File: config.mk
export PLATFORM = sky130hd
export DESIGN_NAME = pipe_stage_buf
export DESIGN_NICKNAME = d
export VERILOG_FILES = /design/src/rtl/pipe_stage_buf.sv
export SDC_FILE = /design/constraint.sdc
export NUM_CORES = 1
export LEC_CHECK = 0
export CAP_MARGIN = 20
export CORE_ASPECT_RATIO = 0.9
export CORE_MARGIN = 2
export CORE_UTILIZATION = 40
export CTS_BUF_LIST = sky130_fd_sc_hd__clkbuf_8
export CTS_CLUSTER_DIAMETER = 100
export DETAILED_ROUTE_END_ITERATION = 8
export GPL_TIMING_DRIVEN = 0
export SLEW_MARGIN = 20
export SYNTH_ARGS = -nofsm -noshare
export SYNTH_HDL_FRONTEND = slang
export SYNTH_SLANG_ARGS = --single-unit
export TNS_END_PERCENT = 10
File: constraint.sdc
create_clock -name clk -period 7.93 [get_ports clk]
set_clock_uncertainty 0.05 [all_clocks]
set_input_delay 0.793 -clock clk [delete_from_list [all_inputs] [get_ports clk]]
set_output_delay 0.793 -clock clk [all_outputs]
set_load 0.01 [all_outputs]
File: src/rtl/pipe_stage_buf.sv
// pipe_stage_buf: multi-lane ready/valid stage with 2-entry skid buffer; optional zero-latency path via PIPE_STAGE_BUF_BYPASS_EN
module pipe_stage_buf #(
  parameter int WIDTH = 32,
  parameter int LANES = 2
) (
  input  logic                   clk,
  input  logic                   reset,
  input  logic                   flush,
  input  logic [LANES-1:0]       in_valid,
  input  logic [LANES*WIDTH-1:0] in_data,
  output logic                   in_ready,
  output logic [LANES-1:0]       out_valid,
  output logic [LANES*WIDTH-1:0] out_data,
  input  logic                   out_ready,
  output logic [1:0]             occupancy
);
  localparam logic [1:0] EMPTY = 2'd0;
  localparam logic [1:0] ONE   = 2'd1;
  localparam logic [1:0] FULL  = 2'd2;
  logic [1:0] st, st_n;
  logic [LANES-1:0] head_v, skid_v, hv_n, sv_n;
  logic [LANES*WIDTH-1:0] head_d, skid_d, hd_n, sd_n, in_m;
  logic ir_r, acc, drn, byp;
  for (genvar i = 0; i < LANES; i++) begin : g_mask
    assign in_m[i*WIDTH +: WIDTH] = in_valid[i] ? in_data[i*WIDTH +: WIDTH] : '0;
  end
  assign acc = ir_r && |in_valid && !flush;
  assign drn = |head_v && out_ready;
`ifdef PIPE_STAGE_BUF_BYPASS_EN
  assign byp = (st == EMPTY) && out_ready && acc;
  assign out_valid = byp ? in_valid : head_v;
  assign out_data  = byp ? in_m : head_d;
`else
  assign byp = 1'b0;
  assign out_valid = head_v;
  assign out_data  = head_d;
`endif
  assign in_ready  = ir_r;
  assign occupancy = st;
  // next-state: flush clears everything, FULL only drains, otherwise accept/drain move bundles FIFO-wise
  always_comb begin
    st_n = st;
    hv_n = head_v;
    hd_n = head_d;
    sv_n = skid_v;
    sd_n = skid_d;
    if (flush) begin
      st_n = EMPTY;
      hv_n = '0;
      hd_n = '0;
      sv_n = '0;
      sd_n = '0;
    end else if (st == FULL) begin
      if (drn) begin
        st_n = ONE;
        hv_n = skid_v;
        hd_n = skid_d;
        sv_n = '0;
        sd_n = '0;
      end
    end else if (acc && !byp) begin
      if (st == EMPTY || drn) begin
        st_n = ONE;
        hv_n = in_valid;
        hd_n = in_m;
      end else begin
        st_n = FULL;
        sv_n = in_valid;
        sd_n = in_m;
      end
    end else if (drn) begin
      st_n = EMPTY;
      hv_n = '0;
      hd_n = '0;
    end
  end
  // state registers; in_ready is registered so it never depends on same-cycle out_ready
  always_ff @(posedge clk or posedge reset) begin
    if (reset) begin
      st     <= EMPTY;
      head_v <= '0;
      head_d <= '0;
      skid_v <= '0;
      skid_d <= '0;
      ir_r   <= 1'b1;
    end else begin
      st     <= st_n;
      head_v <= hv_n;
      head_d <= hd_n;
      skid_v <= sv_n;
      skid_d <= sd_n;
      ir_r   <= st_n != FULL;
    end
  end
endmodule

==> results of run 1 <==
final timing paths:
path	slack, ps	cells past startpoint	to	startpoint
setup / recovery	5460	1	in_ready	in_ready
min in group asynchronous	670	2	out_data[56]	reset
setup reg to reg	5860	5	out_data[5]	in_ready
hold / removal	460	1	out_data[42]	out_data[42]
max in group asynchronous	6400	3	out_data[22]	reset
hold reg to reg	460	1	out_data[42]	out_data[42]
registers in the layout, indices dropped and copies added, names as in the netlist:
| register | count |
|---|---|
| out_data | 64 |
| skid_d | 64 |
| occupancy | 2 |
| out_valid | 2 |
| skid_v | 2 |
| in_ready | 1 |
logic make-up after synthesis:
| kind of cell | synth area share (%) |
|---|---|
| mux | 12.6 |
| buf+inv | 5.79 |
| compound gates | 15.9 |
| flops | 46.9 |
| simple gates | 18.9 |
power breakdown:
group | switching (W) | internal (W) | leakage, nW | total, W
Sequential | 0.0000580 | 0.000784 | 1.84 | 0.000842
Clock | 0.000269 | 0.000352 | 0.230 | 0.000621
Combinational | 0.000396 | 0.000361 | 1.75 | 0.000756
metrics by stage:
step / hold WS (ps) / util [%]
2_1_floorplan: 439 / -
3_3_place_gp: 441 / 50.2
3_5_place_dp: 442 / 50.4
4_1_cts: 460 / 52.8
5_1_grt: 472 / 52.8
6_report: 459 / 52.8
metal layers:
layer	track usage [%]	up-vias	part of all wire, %
li1	-	2704	-
met1	30.2	2969	47
met2	35.9	172	47
met3	5.14	21	4.7
met4	6.32	0	1.2
met5	0	-	0
cell type report:
type	instances	area, um^2	share of cell area [%]
repair buffers	136	1380	14.8
clock buffers	19	262	2.80
inverters	2	15.0	0.161
multi-input cells	412	3410	36.6
clock inverters	13	163	1.74
flip-flops and latches	135	3380	36.3
plain buffers	82	410	4.40
well taps	240	300	3.22
placed cells by master (no fill, tap or decap), types with 2 or more instances in the layout:
master and n:
buf_1 2, clkinv_2 4, inv_1 4, clkbuf_1 44, buf_4 2, o21ai_2 2
nand4bb_1 26, buf_2 28, clkbuf_8 19, nand3_1 64, o21bai_1 2, mux2_4 39
buf_8 4, buf_6 2, bufinv_16 4, o211a_1 2, nand2_1 67, dfrtp_1 134
mux2_2 27, and2_1 2, or4bb_1 39, clkdlybuf4s50_1 135, o31ai_1 65, o2bb2ai_1 64
==> metrics.cfg, run 1 <==
[place]
place_area_um2 = 8900
io_buffers = 135
place.gp.congestion = 0.797
pre_cts_slack_ps = 5250
dp_cells = 1007
hpwl_um = 14700

[power]
p_per_area_nw_per_um2 = 238
max-vdd-ir-drop_mv = 0.119
power_leakage_nw = 3.82
power_w = 0.00222

[flow_run]
drv_cap = 0

[routing]
first_pass_iters = 5
drc_errors = 0
drt_iter0_drc = 416
vias = 5866
wirelength_um = 20600
wl_per_cell_um = 19.8
antenna_left = 0
avgViaCountPerCell = 5.65

[sta]
fin_setup_tns_ps = 0
fin_ws_ps = 5460
post-route-min-period_ps = 2470
setup-violations-final = 0
hold_viol_final = 0
maxSlewHeadroom_pct = 58.7
drv_slew = 0
layout_worst_path_cycle_share_pct = 31.2
tightest_slew_ps = 620
rsz0062_at_grt = false
fmax_ghz = 0.405

[clock_network]
ctsRootBufferMaster = clkbuf_8
cts_resized = 0
clk_latency_ps = 460
htree_levels = 4
cts_tree = built
path_clk_slew_ps = 70
postCtsSetupBuffers = 0
cts_buffers = 17
cts_hold_buf = 0
cts.sinks = 135
clock_path_buffers = 2

[global_route]
track_usage_pct = 22.3
grt_max_degree = 92
grt_pass1_wl_um = 33900
antenna_found_initial = 0
gr-total-overflow = 0
grt_pass1_vias = 6282

[floorplanning]
chipHeight_um = 131
ioPinCount = 139
fp-row-count = 46
core_area_um2 = 17700
dieArea_um2 = 19100
initial_core_util_pct = 40.8
chipWidth_um = 146

[final_layout]
final.fill_count = 1584
area_delta_synth_final_pct = 29.3
finish.instance_area_um2 = 9320
layout-drive-gt1-share_pct = 17.1
antenna_cells = 0
finalNonFillerCells = 1039
nNetsFinal = 856

[setup_path]
required_ps = 7090
crit_family = flip-flops
cp_cell_sequence = clkdlybuf4s50_1
max_stage_delay_ps = 590
startpoint_type = flop
critPathCaptureType = output port
arrival_ps = 1630
cp_max_fo = 6
crit_path_top_delay_cell = dfstp_2
critPathBufInv = 1
critPathKind = flop to output port

[logic_synthesis]
yosysMostFrequentCell = dfrtp_1
ys_types = 35
synth_top_cells_by_area = dfrtp_1, mux2_4, o2bb2ai_1
synth_async_sr_flop_share_pct = 100
yosysTopAreaCellShare_pct = 46.5
synth-edff-count = 0
synth_seq_area_share_pct = 46.9
syn_inst = 631
syn_area_um2 = 7210
syn-num-nets = 701
ys_warn_count = 0
synthTopCellsByCount = dfrtp_1, nand2_1, o31ai_1
synthFlopType = dfrtp_1
synth_seq_cells = 135
avgSynthCellArea_um2 = 11.4
post-synth-top-area-cell = dfrtp_1

[worst_hold_path]
hp-class = flop to flop

[run_status]
outcome = finished, final reports clean

No activity file was read; power rests on OpenSTA's default activity.
==> run 2: changes to the inputs <==
- clock period: 7.93 -> 2.3 ns (I/O delays scaled with it)
==> run 2 against run 1 <==
Net effect:
- critical path depth is 4 higher
- largest power group unchanged
- clock power rose to 3.3 times the previous value
- combinational power rose to 3.5 times the previous value
==> metrics.cfg, run 2 (same netlist as run 1, synthesis figures left out) <==
[global_route]
grt_pass1_vias = 6093  ; -3.0%
gr-total-overflow = 0  ; unchanged
grt_pass1_wl_um = 33400  ; -1.5%
grt_max_degree = 37  ; -60%
track_usage_pct = 22.0  ; -0.28 points
antenna_found_initial = 0  ; unchanged

[final_layout]
area_delta_synth_final_pct = 29.9
final_common_cell = clkdlybuf4s50_1
layout-drive-gt1-share_pct = 18.0  ; +0.81 points
final_cell_mix = clkdlybuf4s50_1, dfrtp_1, nand2_1
finalNonFillerCells = 1042  ; +0.29%
final_util_pct = 53.0  ; +0.26 points
antenna_cells = 0  ; unchanged
nNetsFinal = 859  ; +0.35%

[clock_network]
path_clk_slew_ps = 70  ; about the same
cts.sinks = 135  ; unchanged
clock_path_buffers = 2  ; unchanged
postCtsSetupBuffers = 0  ; unchanged
cts_tree = built
cts_buffers = 17  ; unchanged
htree_levels = 4  ; unchanged
clk_latency_ps = 460  ; about the same
cts_resized = 0  ; unchanged
cts_hold_buf = 0  ; unchanged
ctsRootBufferMaster = clkbuf_8

[setup_path]
crit_path_top_delay_cell = dfstp_2
max_stage_delay_ps = 600  ; about the same
cp_cell_sequence = buf_2 -> buf_1 -> nand3_1 -> o31ai_1 -> mux2_4
critPathCaptureType = flop
critPathKind = flop to flop
required_ps = 2650  ; -4440 ps
arrival_ps = 2450  ; +820 ps
r2r_start = in_ready
startpoint_type = flop
cp_max_fo = 10  ; +4
crit_path_start = in_ready

[sta]
hold_viol_final = 0  ; unchanged
fmax_ghz = 0.476
layout_worst_path_cycle_share_pct = 91.4
rsz0062_at_grt = false
post-route-min-period_ps = 2100
setup-violations-final = 0  ; unchanged
tightest_slew_ps = 600  ; -20.0 ps
drv_slew = 0  ; unchanged
maxSlewHeadroom_pct = 60.0  ; +1.3 points

[routing]
wl_per_cell_um = 19.9  ; +0.29%
first_pass_iters = 5  ; unchanged
drt_iter0_drc = 327  ; -21%
avgViaCountPerCell = 5.61  ; -0.68%
antenna_left = 0  ; unchanged
vias = 5843  ; -0.39%
drc_errors = 0  ; unchanged
wirelength_um = 20700  ; +0.58%

[run_status]
outcome = finished, final reports clean

[power]
internal_power_w = 0.00506  ; +240%
power.switching_w = 0.00253  ; +250%
p_per_area_nw_per_um2 = 810  ; +240%
p_comb_share_pct = 34.5  ; +0.4 points
pwr-share-clk_pct = 27.3  ; -0.7 points
p_seq_share_pct = 38.2  ; +0.3 points
max-vdd-ir-drop_mv = 0.455  ; +280%
p_sw_share_pct = 33.3  ; +0.79 points
power_leakage_nw = 3.80  ; -0.42%

[floorplanning]
core_area_um2 = 17700  ; unchanged
chipWidth_um = 146  ; unchanged
chipHeight_um = 131  ; unchanged
initial_core_util_pct = 40.8  ; unchanged
ioPinCount = 139  ; unchanged
dieArea_um2 = 19100  ; unchanged
fp-row-count = 46  ; unchanged

[flow_run]
drv_cap = 0  ; unchanged

[place]
place.gp.congestion = 0.812  ; +1.8%
hpwl_um = 14900  ; +1.3%
dp_cells = 1010  ; +0.30%
io_buffers = 135  ; unchanged

[worst_hold_path]
hp-class = primary input to async pin

-- run 2: cell count changes in the layout (fill, tap and decap cells not counted), sizes merged --
cell and change:
inv -5, clkinv -2, clkbuf +3, buf +3, bufinv -2, clkinvlp +6
-- run 2: cell type report --
cell class / count / area, um^2
multi-input combinational: 412 / 3410
tap: 240 / 300
clock inverter: 10 / 119
timing repair buffer: 139 / 1430
fill: 1555 / 8300
buffer: 82 / 410
sequential: 135 / 3380
inverter: 2 / 11.3
clock buffer: 22 / 303
-- run 2: final timing paths --
path                           endpoint  slack, ps  cells past startpoint
max                         out_data[5]        200                      5
min                        out_data[53]         40                      2
max reg2reg                 out_data[5]        200                      5
min reg2reg                out_data[39]        460                      1
max in group asynchronous    skid_d[36]       1460                      4
min in group clk               in_ready        210                      3
-- run 2: worst max-delay path, delay by kind of cell, from the launching register on --
family / cells / cell delay [ps]
buf+inv: 2 / 720
flops: 1 / 600
simple gates: 1 / 140
mux: 1 / 210
compound gates: 1 / 340
-- run 2: through the flow --
step | instance area, um^2 | setup WS [ps] | power [W] | setup TNS, ps | hold WS, ps
detailed placement | 8950 | 181 | 0.00556 | 0 | 438
global route | 9370 | 90.1 | 0.00797 | 0 | 36.8
finish | 9370 | 197 | 0.00759 | 0 | 39.9
floorplan | 7220 | 342 | 0.00450 | 0 | 304
CTS | 9370 | 189 | 0.00764 | 0 | 23.3
global placement | 8870 | -867 | 0.00548 | -115240 | 441
-- run 2: power by group through the flow --
stage          registers [W]  logic [W]  clock network [W]
2_1_floorplan        0.00300    0.00150                  0
3_3_place_gp         0.00293    0.00255                  0
3_5_place_dp         0.00294    0.00262                  0
4_1_cts              0.00290    0.00263            0.00211
5_1_grt              0.00294    0.00281            0.00222
6_report             0.00290    0.00262            0.00207
-- run 2: layer usage --
layer | global-route usage [%] | routed length [um]
met5 | 0 | 0
met4 | 6.64 | 313
met3 | 4.97 | 1110
met2 | 35.1 | 9850
met1 | 30.0 | 9410
==> run 3: changes to the inputs <==
- GPL_TIMING_DRIVEN: 0 -> not set
- SETUP_SLACK_MARGIN: not set -> 0.02
==> run 3 against run 2 <==
Net effect:
- routed wire length is 7.1% lower
- worst setup slack worse by 88 ps
- first-iteration DRC count is 42% higher
- non-clock buffer count is 51 lower
- global-route usage is 1.6 points lower
- cell count is 4.9% lower
- flip-flop and latch count stayed put
- total power is 2.2% higher
- via count is 2.7% lower
- die area stayed put
==> metrics.cfg, run 3 (same netlist as run 1, synthesis figures left out) <==
[power]
power_w = 0.00776  ; +2.2%
max-vdd-ir-drop_mv = 0.431  ; -5.3%
power_leakage_nw = 3.78  ; -0.42%
p_per_area_nw_per_um2 = 831  ; +2.6%

[clock_network]
ctsRootBufferMaster = clkbuf_8
clock_path_buffers = 2  ; unchanged
cts.sinks = 135  ; unchanged
cts_tree = built
cts_buffers = 17  ; unchanged
clk_latency_ps = 450  ; about the same
postCtsSetupBuffers = 0  ; unchanged
path_clk_slew_ps = 70  ; about the same
htree_levels = 4  ; unchanged

[routing]
vias = 5685  ; -2.7%
top_layer = met4
wirelength_um = 19200  ; -7.1%
wl_met2_um = 9150  ; -7.2%
route.met3.wl_um = 1230  ; +11%
antenna_left = 0  ; unchanged
drc_errors = 0  ; unchanged
drt_iter0_drc = 463  ; +42%
first_pass_iters = 5  ; unchanged
wl_met1_um = 8630  ; -8.3%
avgViaCountPerCell = 5.74  ; +2.3%
wl_per_cell_um = 19.4  ; -2.3%

[sta]
layout_worst_path_cycle_share_pct = 95.3  ; +3.8 points
fmax_ghz = 0.456  ; -4.0%
maxSlewHeadroom_pct = 63.6  ; +3.6 points
post-route-min-period_ps = 2190  ; +88.4 ps
tightest_slew_ps = 544  ; -55.3 ps
hold_viol_final = 0  ; unchanged
setup-violations-final = 0  ; unchanged
drv_slew = 0  ; unchanged
rsz0062_at_grt = true
fin_setup_tns_ps = 0  ; unchanged

[setup_path]
critPathCaptureType = output port
arrival_ps = 1910  ; -540 ps
cp_max_fo = 35  ; +25
startpoint_type = flop
critPathKind = flop to output port
required_ps = 2020  ; -630 ps

[global_route]
grt_max_degree = 51  ; +38%
gr-total-overflow = 0  ; unchanged
track_usage_pct = 20.4  ; -1.6 points
grt_pass1_vias = 5773  ; -5.3%
grt_pass1_wl_um = 31600  ; -5.3%
antenna_found_initial = 0  ; unchanged

[floorplanning]
core_area_um2 = 17700  ; unchanged
chipWidth_um = 146  ; unchanged
chipHeight_um = 131  ; unchanged
initial_core_util_pct = 40.8  ; unchanged
fp-row-count = 46  ; unchanged
ioPinCount = 139  ; unchanged
dieArea_um2 = 19100  ; unchanged

[flow_run]
drv_cap = 0  ; unchanged

[final_layout]
final_common_cell = clkdlybuf4s50_1
final_cell_mix = clkdlybuf4s50_1, dfrtp_1, nand2_1
final_util_pct = 52.8  ; -0.23 points
nNetsFinal = 808  ; -5.9%
antenna_cells = 0  ; unchanged
area_delta_synth_final_pct = 29.4
finalNonFillerCells = 991  ; -4.9%
layout-drive-gt1-share_pct = 18.4  ; +0.42 points
finish.instance_area_um2 = 9330  ; -0.43%

[place]
hpwl_um = 12500  ; -16%
dp_cells = 959  ; -5.0%
io_buffers = 138  ; +2.2%
place_area_um2 = 8860  ; -1.0%
place.gp.congestion = 0.791  ; -2.5%

[worst_hold_path]
hp-class = primary input to async pin

[run_status]
outcome = finished, final reports clean

==> run 3: worst paths after layout <==
check                          endpoint  slack, ps    startpoint  cells after the start
max                        occupancy[1]        110  occupancy[1]                      2
min in group clk             skid_d[47]        320   in_data[47]                      2
max in group asynchronous    skid_d[20]       1440         reset                      3
max reg2reg                out_data[17]        370  occupancy[0]                      5
min reg2reg                out_data[52]        460  out_data[52]                      1
min                        out_data[59]        140         reset                      2
==> run 3: area by class of cell <==
| type | instances | area [um^2] |
|---|---|---|
| sequential | 135 | 3380 |
| clock inverter | 12 | 183 |
| timing repair buffer | 170 | 1730 |
| clock buffer | 20 | 275 |
| multi-input combinational | 412 | 3440 |
| inverter | 2 | 11.3 |
| tap | 240 | 300 |
| fill | 1555 | 8340 |
==> run 3: timing repair <==
| action | in CTS | in global routing |
|---|---|---|
| hold buffers | 0 | 0 |
| gates resized for setup | 2 | 2 |
| setup endpoints to repair | 1 | 2 |
| pin swaps | 0 | 0 |
==> run 3: per-stage QoR <==
step           worst slack, ps  hold slack [ps]
6_report                   109              141
5_1_grt                   14.4              146
4_1_cts                   31.6              130
3_5_place_dp               104              437
3_3_place_gp               174              434
2_1_floorplan              342              304
==> run 3: worst max-delay path, stage by stage (launching register included) <==
cell and delay, ps:
dfrtp_4 580, buf_8 280, clkdlybuf4s50_1 590
==> run 3: per-layer routing <==
layer / vias up / track usage, %
met4: 0 / 4.74
met1: 2868 / 27.9
met5: - / 0
li1: 2605 / -
met3: 17 / 5.90
met2: 195 / 32.2
==> run 3: power breakdown <==
part | switching (W) | internal, W | leakage (nW)
combinational | 0.00128 | 0.00126 | 1.70
sequential | 0.000236 | 0.00271 | 1.84
clock | 0.000911 | 0.00136 | 0.244
total | 0.00243 | 0.00533 | 3.78
